===== src/rtl/prescaled_counter.sv =====
// Prescaled up/down/ping-pong/one-shot counter. The prescaler paces count
// updates to one tick every prescale+1 enabled cycles.
module prescaled_counter #(
  parameter int WIDTH = 8,
  parameter int PS_W  = 8
) (
  input  logic             clk,
  input  logic             rst_n,
  input  logic             ena,
  input  logic [1:0]       mode,
  input  logic             load,
  input  logic [WIDTH-1:0] load_val,
  input  logic             start,
  input  logic [PS_W-1:0]  prescale,
  output logic [WIDTH-1:0] count,
  output logic             tc,
  output logic             dir,
  output logic             active
);

  typedef enum logic [1:0] {
    MODE_UP      = 2'b00,
    MODE_DOWN    = 2'b01,
    MODE_PING    = 2'b10,
    MODE_ONESHOT = 2'b11
  } mode_e;

  localparam logic [WIDTH-1:0] MAX_CNT = '1;

  mode_e            w_mode;
  logic             w_tick;
  logic [PS_W-1:0]  r_ps_cnt,  w_ps_nxt;
  logic [WIDTH-1:0] r_count,   w_count_nxt;
  logic             r_dir,     w_dir_nxt;
  logic             r_flag,    w_flag_nxt;
  logic             r_tc,      w_tc_nxt;

  assign w_mode = mode_e'(mode);
  // prescale is compared live, so lowering it below ps_cnt ticks at once.
  assign w_tick = ena && (r_ps_cnt >= prescale);

  // NOTE: every next-state variable gets a default first, so no path can infer a latch.
  always_comb begin
    w_ps_nxt    = r_ps_cnt;
    w_count_nxt = r_count;
    w_dir_nxt   = r_dir;
    w_flag_nxt  = r_flag;
    w_tc_nxt    = 1'b0;

    if (load) begin
      w_count_nxt = load_val;
      w_ps_nxt    = '0;
      w_dir_nxt   = 1'b1;
      w_flag_nxt  = 1'b0;
    end else begin
      if (w_mode != MODE_ONESHOT) w_flag_nxt = 1'b0;
      if (ena) begin
        if (w_mode == MODE_ONESHOT && start && r_count != '0) begin
          w_flag_nxt = 1'b1;
          w_ps_nxt   = '0;
          w_dir_nxt  = 1'b0;
        end else begin
          w_ps_nxt = w_tick ? '0 : r_ps_cnt + PS_W'(1);
          case (w_mode)
            MODE_UP: begin
              w_dir_nxt = 1'b1;
              if (w_tick) begin
                w_count_nxt = r_count + WIDTH'(1);
                w_tc_nxt    = (r_count == MAX_CNT);
              end
            end
            MODE_DOWN: begin
              w_dir_nxt = 1'b0;
              if (w_tick) begin
                w_count_nxt = r_count - WIDTH'(1);
                w_tc_nxt    = (r_count == '0);
              end
            end
            MODE_PING: begin
              if (w_tick) begin
                if (r_dir) begin
                  if (r_count == MAX_CNT) begin
                    w_count_nxt = MAX_CNT - WIDTH'(1);
                    w_dir_nxt   = 1'b0;
                    w_tc_nxt    = 1'b1;
                  end else begin
                    w_count_nxt = r_count + WIDTH'(1);
                  end
                end else if (r_count == '0) begin
                  w_count_nxt = WIDTH'(1);
                  w_dir_nxt   = 1'b1;
                  w_tc_nxt    = 1'b1;
                end else begin
                  w_count_nxt = r_count - WIDTH'(1);
                end
              end
            end
            default: begin
              w_dir_nxt = 1'b0;
              if (w_tick && r_flag) begin
                w_count_nxt = r_count - WIDTH'(1);
                if (r_count == WIDTH'(1)) begin
                  w_flag_nxt = 1'b0;
                  w_tc_nxt   = 1'b1;
                end
              end
            end
          endcase
        end
      end
    end
  end

  // NOTE: state registers use non-blocking assignments; reset is sampled on the clock edge.
  always_ff @(posedge clk) begin
    if (!rst_n) begin
      r_ps_cnt <= '0;
      r_count  <= '0;
      r_dir    <= 1'b1;
      r_flag   <= 1'b0;
      r_tc     <= 1'b0;
    end else begin
      r_ps_cnt <= w_ps_nxt;
      r_count  <= w_count_nxt;
      r_dir    <= w_dir_nxt;
      r_flag   <= w_flag_nxt;
      r_tc     <= w_tc_nxt;
    end
  end

  assign count  = r_count;
  assign tc     = r_tc;
  assign dir    = r_dir;
  assign active = ena && ((w_mode != MODE_ONESHOT) || r_flag);

endmodule

===== config.mk =====
export PLATFORM = sky130hd
export DESIGN_NAME = prescaled_counter
export DESIGN_NICKNAME = d
export VERILOG_FILES = /design/src/rtl/prescaled_counter.sv
export SDC_FILE = /design/constraint.sdc
export NUM_CORES = 1
export LEC_CHECK = 0
export ABC_AREA = 1
export BUFFER_PORTS_ARGS = -buffer_cell sky130_fd_sc_hd__buf_2
export CAP_MARGIN = 20
export CELL_PAD_IN_SITES_DETAIL_PLACEMENT = 0
export CELL_PAD_IN_SITES_GLOBAL_PLACEMENT = 2
export CORE_MARGIN = 3
export CORE_UTILIZATION = 28
export CTS_BUF_LIST = sky130_fd_sc_hd__clkbuf_4
export DETAILED_ROUTE_END_ITERATION = 10
export GPL_TIMING_DRIVEN = 0
export PLACE_DENSITY_LB_ADDON = 0.1
export SYNTH_ARGS = -nofsm -noshare
export SYNTH_HDL_FRONTEND = slang
export SYNTH_SLANG_ARGS = --single-unit

===== constraint.sdc =====
create_clock -name clk -period 1.6 [get_ports clk]
set_input_delay 0.32 -clock clk [delete_from_list [all_inputs] [get_ports clk]]
set_output_delay 0.32 -clock clk [all_outputs]
set_load 0.05 [all_outputs]

# == Yosys cells after proc, flatten, opt, wreduce, memory -nomap -nowiden ==
# Index checks and enable logic that the tools add are counted.
# totals
latch_bits,0
regBits,19
in_bits,23
ram_bits,0
wordCells,71
n_memories,0
rom_bits,0
# classes
n_bitwise,2
n_div,0
n_mul,0
magnitude_cmp,1
n_shift,0
n_eq_ne,11
n_reduce_logical,16
n_addsub,3
mux,33
# ops
op,count
two-way mux 8 bit,12
case mux 8 bit (3 select lines),1
two-way mux 1 bit,18
adder 8 x 1 -> 8 bit (second input constant),2
!= test 3 bit (second input constant),4
== test 8 x 1 -> 1 bit (second input constant),1
== test 8 bit (second input constant),1
>= comparator 8 bit,1
zero test 8 bit,1
nonzero test 8 bit,1
subtractor 8 x 1 -> 8 bit (second input constant),1
AND reduction 6 bit,1
logical AND 1 bit,5
nonzero test 5 bit,1
== test 2 bit (second input constant),2
!= test 2 bit (second input constant),2
OR reduction 4 bit,1
case mux 1 bit (3 select lines),1
OR reduction 3 bit,1
== test 2 x 1 -> 1 bit (second input constant),1
zero test 2 bit,1
NOT 1 bit,2
case mux 1 bit (2 select lines),1
AND reduction 2 bit,1
3 further kinds,3

# == Depth between registers and ports, before layout ==
# depth
depth_word,8
ltp_mapped,16
mapped_depth_nobuf,16

# == Worst setup path before layout ==
# Ideal clock, no wire load.
# synth_path
path_kind,register to register
start,register r_count[0] (netlist: count[0])
end,register r_count[7] (netlist: count[7])
slack_ns,-0.483
synth_period_minus_slack_ns,2.083
arrival_ns,1.973
setup_ns,0.110
n_path_buf,1
stages_incl_launch_ff,14
path_cell_list,dfxtp_1 > inv_1 > ha_1 > nand2_2 > nor2_4 > nor2_2 > nor2_2 > nand2_1 > inv_2 > nand2_4 > buf_6 > nand3_2 > nand2_1 > nor2_2
# synth_via
elab_chain_len,8
word_cells_on_any_way,19
classes_between,add/sub: 2; eq/ne: 2; mux: 11; reduce/logical: 4
# synth_rtl
item,line_no,rtl
start: declaration,33,"logic [WIDTH-1:0] r_count, w_count_nxt;"
start signal: assignment,124,r_count <= w_count_nxt;
subtractor 8 x 1 -> 8 bit (tied with other cells),"75, 94, 101",
"two-way mux 8 bit, on equally long branches","89, 82",
two-way mux 8 bit,81,if (r_dir) begin
two-way mux 8 bit,80,if (w_tick) begin
case mux 8 bit (3 select lines),64,case (w_mode)
two-way mux 8 bit,58,if (w_mode == MODE_ONESHOT && start && r_count != '0) begin
two-way mux 8 bit,57,if (ena) begin
two-way mux 8 bit,50,if (load) begin
# Several ways; a longest one is shown, not always the timed one. The select of a mux whose other input is x is not followed.
# A chain may end at the register's enable or synchronous reset.

# == Worst setup path in the final report ==
# layout_path
start,register r_ps_cnt[5]
end,register r_count[7] (netlist: count[7])
# layout_via
elab_chain_len,5
word_cells_on_any_way,8
classes_between,order compare: 1; eq/ne: 3; reduce/logical: 4
# layout_rtl
item,line_no,rtl
start: declaration,32,"logic [PS_W-1:0] r_ps_cnt, w_ps_nxt;"
start signal: assignment,123,r_ps_cnt <= w_ps_nxt;
>= comparator 8 bit (*),40,assign w_tick = ena && (r_ps_cnt >= prescale);
logical AND 1 bit (*),40,
logical AND 1 bit,100,if (w_tick && r_flag) begin
nonzero test 5 bit (no source line),-,
AND reduction 6 bit (no source line) (*),-,
# Mark *: on every way between the ends. The rest lies on a longest branch, timed or not.

==> impl_summary.txt <==
----------------------------------------------------
[Outcome]
  Result of the run ... finished with violations
  Failing checks ... negative setup slack

[Place]
  Post-Place Cells ... 467
  Routability-driven placement congestion ratio ... approximately 0.80
  Pre-CTS WS ... -0.510 ns
  Final HPWL DP ... between 4000 and 5000 um
  Buffers on Ports ... 31

[Synth]
  Yosys warning total ... 0
  Synthesized area divided by synthesized cell count ... ~6 sq um
  Register bit total from synthesis ... 19
  Area share of the leading cell type in the synthesized netlist ... 18.6%
  Cell types with the largest area share after synthesis ... sky130_fd_sc_hd__dfxtp_1, sky130_fd_sc_hd__nand2_1, sky130_fd_sc_hd__ha_1
  Synth Instances ... 340
  Mapped cell area ... 0.00205 sq mm
  Synthesized Nets ... 381
  Sequential element share of the synthesized area ... around 19%
  Library cells used by synthesis ... 32
  Cell taking the most area after synthesis ... sky130_fd_sc_hd__dfxtp_1

[Clocking]
  Cts bufs inserted ... 3
  Clock latency of the later-clocked register in the worst-skew pair ... 0.31 ns
  Root cell of the clock tree ... sky130_fd_sc_hd__clkbuf_4
  H-tree depth reported by CTS ... 1
  Max clock buf depth ... 2
  # hold bufs at CTS ... 0
  Clock sinks ... 19
  Clock-pin slew on the worst setup and hold paths ... roughly 0.14 ns
  Clock tree from TritonCTS ... done

[GRT]
  Via count of the first global-routing pass ... 2,260
  Global routing met1 resource utilization ... 24.5%
  Wire length of the first global-routing pass ... 11,300 um
  Pin count of the biggest net entering global routing ... 13
  Global-route usage over all layers ... 16.8%
  Most Crowded Layer GR ... met2
  GR Util met2 ... a little over a quarter
  Global routing met3 resource utilization ... 1.82%
  Overall overflow remaining after global route ... 0
  Number of antenna violations at the first check in global routing ... 0

[Detailed routing]
  Post-detailed-route wirelength per cell ... 14.1 um
  Final routed DRC violation total ... 0
  Starting DRC count in detailed routing ... 94
  Number of iterations in the first detailed-routing pass ... 4
  Via Count ... 2,303
  Sum of routed wire length over all layers ... 6850 um
  Antenna-violating nets left ... 0
  Vias/cell ... 4.73

[Cells and area]
  Total number of nets in the final design ... 433
  Most used cells in the layout excluding fill and tap cells ... sky130_fd_sc_hd__nand2_1, sky130_fd_sc_hd__inv_1, sky130_fd_sc_hd__buf_2, sky130_fd_sc_hd__nand3_1, sky130_fd_sc_hd__nor2_1
  Utilization after layout ... 40.5%
  Most frequent standard cell in the layout excluding fill and tap cells ... sky130_fd_sc_hd__nand2_1
  Final-layout fill cell count ... 765
  Ratio of cells with drive above 1 in the final layout ... 36.8%
  Synthesis-to-finish area growth ... 37.4%
  Number of standard cells in the final layout excluding fillers ... 487
  Count of antenna diodes in the layout ... 0

[Worst setup path]
  Slowest Stage Delay on Critical Path ... 0.39 ns
  Slowest CP cell ... sky130_fd_sc_hd__dfxtp_4
  Data arrival at the endpoint of the critical path ... 2.07 ns
  Largest fanout on the critical path ... 5
  Kind of end point of the critical path ... register
  CP Class ... reg -> reg
  Critical-path cell list ... ha_4, a21oi_2, nor2_2, nor2_2, nand3_2, nand3_2, nand2_2, nand2_4, buf_6, nand2_2, nand2_1, inv_1, nor2_2
  Data required, critical path ... 1.86 ns
  CP most frequent cell ... sky130_fd_sc_hd__nor2_2
  Kind of start point of the critical path ... register

[Die]
  Area enclosed by the die boundary ... about 0.0084 sq mm
  Core Rows ... 30
  Number of placed I/O pins ... 34
  Initial core utilization ... between 20% and 30%
  Die W ... around 90 um
  Die Y ... between 90 and 100 um
  Core Box Area ... 0.00694 sq mm

[Power]
  Leak pwr ... 1.39 nW
  Maximum vdd ir drop ... 0.319 mV
  Power Dens Cells ... ~560 mW/mm^2

[Timing]
  Share of the cycle needed by the critical path after routing ... 113%
  Pins Over Slew Limit ... 0
  Final setup violation count ... 19
  Slew Limit Headroom ... 60.7%
  Post-route setup slack ... -0.214 ns
  RSZ-0062 raised after global routing ... true
  Final hold viol count ... 0
  Actual transition at the worst max-transition pin ... 0.589 ns
  Final critical path time including I/O delays and setup ... 1.81 ns
  Maximum operating frequency ... 0.551 GHz
  Worst clock skew ... between 0.003 and 0.004 ns

[Worst hold path]
  Hold Crit Class ... in -> reg

[Job]
  Max-cap violation count ... 0

----------------------------------------------------
[critical path, delay by kind of cell, from the launching register on]
family,cells,cell delay (ns)
AND/OR/NAND/NOR,9,0.83
buffers and inverters,2,0.17
AO/OA/AOI/OAI,1,0.13
flip-flops,1,0.39
adder cells (fa/ha/maj),1,0.25
[area by class of cell]
type                            instances  area (sq um)  area share (%)
Multi-Input combinational cell        262          1660            58.9
Sequential cell                        19           413            14.7
Buffer                                 10          88.8            3.16
Clock inverter                          1          7.51           0.267
Timing Repair Buffer                   48           314            11.2
Tap cell                               96           120            4.27
Inverter                               48           191            6.81
Clock buffer                            3          22.5           0.801
[timing repair]
action	4_1_cts	5_1_grt
cloned	1	0
setup endpoints to repair	19	19
pin swaps	17	15
resized for setup	27	19
buffers inserted	11	6
[path summary, 6_finish.rpt]
path | start | endpoint | slack, ns | cells past startpoint
worst max-delay path | r_ps_cnt[5]$_SDFFE_PP0P_ | count[7]$_SDFFE_PN0P_ | -0.21 | 13
worst min-delay path | rst_n | count[4]$_SDFFE_PN0P_ | 0.23 | 3
worst max register to register | r_ps_cnt[5]$_SDFFE_PP0P_ | count[7]$_SDFFE_PN0P_ | -0.21 | 13
worst min register to register | r_ps_cnt[0]$_SDFFE_PP0P_ | r_ps_cnt[0]$_SDFFE_PP0P_ | 0.52 | 2
[sequential cells by signal, summed over array words and instances, names as in the netlist]
name	flops
dir	1
r_ps_cnt	8
tc	1
count	8
r_flag	1
[kinds of logic (layout without fill, tap and decap cells)]
| logic type | count (synthesis) | count (layout) | share of synthesized area, % |
|---|---|---|---|
| buf+inv | 59 | 110 | 13.0 |
| flops | 19 | 19 | 18.6 |
| fa+ha+maj | 18 | 18 | 11.0 |
| simple gates | 200 | 200 | 44.1 |
| compound gates | 34 | 34 | 9.05 |
| xor+xnor | 10 | 10 | 4.28 |
[cells in the mapped netlist (all sizes together)]
cell / number
nand2: 99
nor2: 47
inv: 46
nand3: 38
a21oi: 22
dfxtp: 19
ha: 18
xor2: 10
nand4: 9
buf: 8
o21ai: 8
clkbuf: 3
or2: 3
clkinv: 2
nor3: 2
a211oi: 1
a21o: 1
nand3b: 1
nor3b: 1
o2111ai: 1
o211ai: 1
[power breakdown]
group | total (mW) | internal, mW | switching [mW]
clock | 0.287 | 0.0953 | 0.191
combinational | 0.761 | 0.271 | 0.490
sequential | 0.536 | 0.498 | 0.0378
total | 1.58 | 0.865 | 0.719
[metrics by stage]
stage | total power [mW] | hold WS [ns] | instance area [sq um] | TNS (ns)
finish | 1.58 | 0.234 | 2810 | -2.96
global route | 1.72 | 0.233 | 2810 | -4.53
CTS | 1.58 | 0.224 | 2690 | -2.35
detailed placement | 1.24 | 0.504 | 2450 | -7.02
global placement | 1.24 | 0.507 | 2450 | -7.04
floorplan | 1.06 | 0.478 | 2180 | -0.359
[layer usage]
metal  part of all wire [%]  vias to the layer above  routed length (um)
met5                      0                        -                   0
met4                   0.51                        0                  35
met3                    3.8                        2                 261
met2                     45                       44                3090
met1                     51                     1072                3470
li1                       -                     1185                   -
No activity file was read; power rests on OpenSTA's default activity.
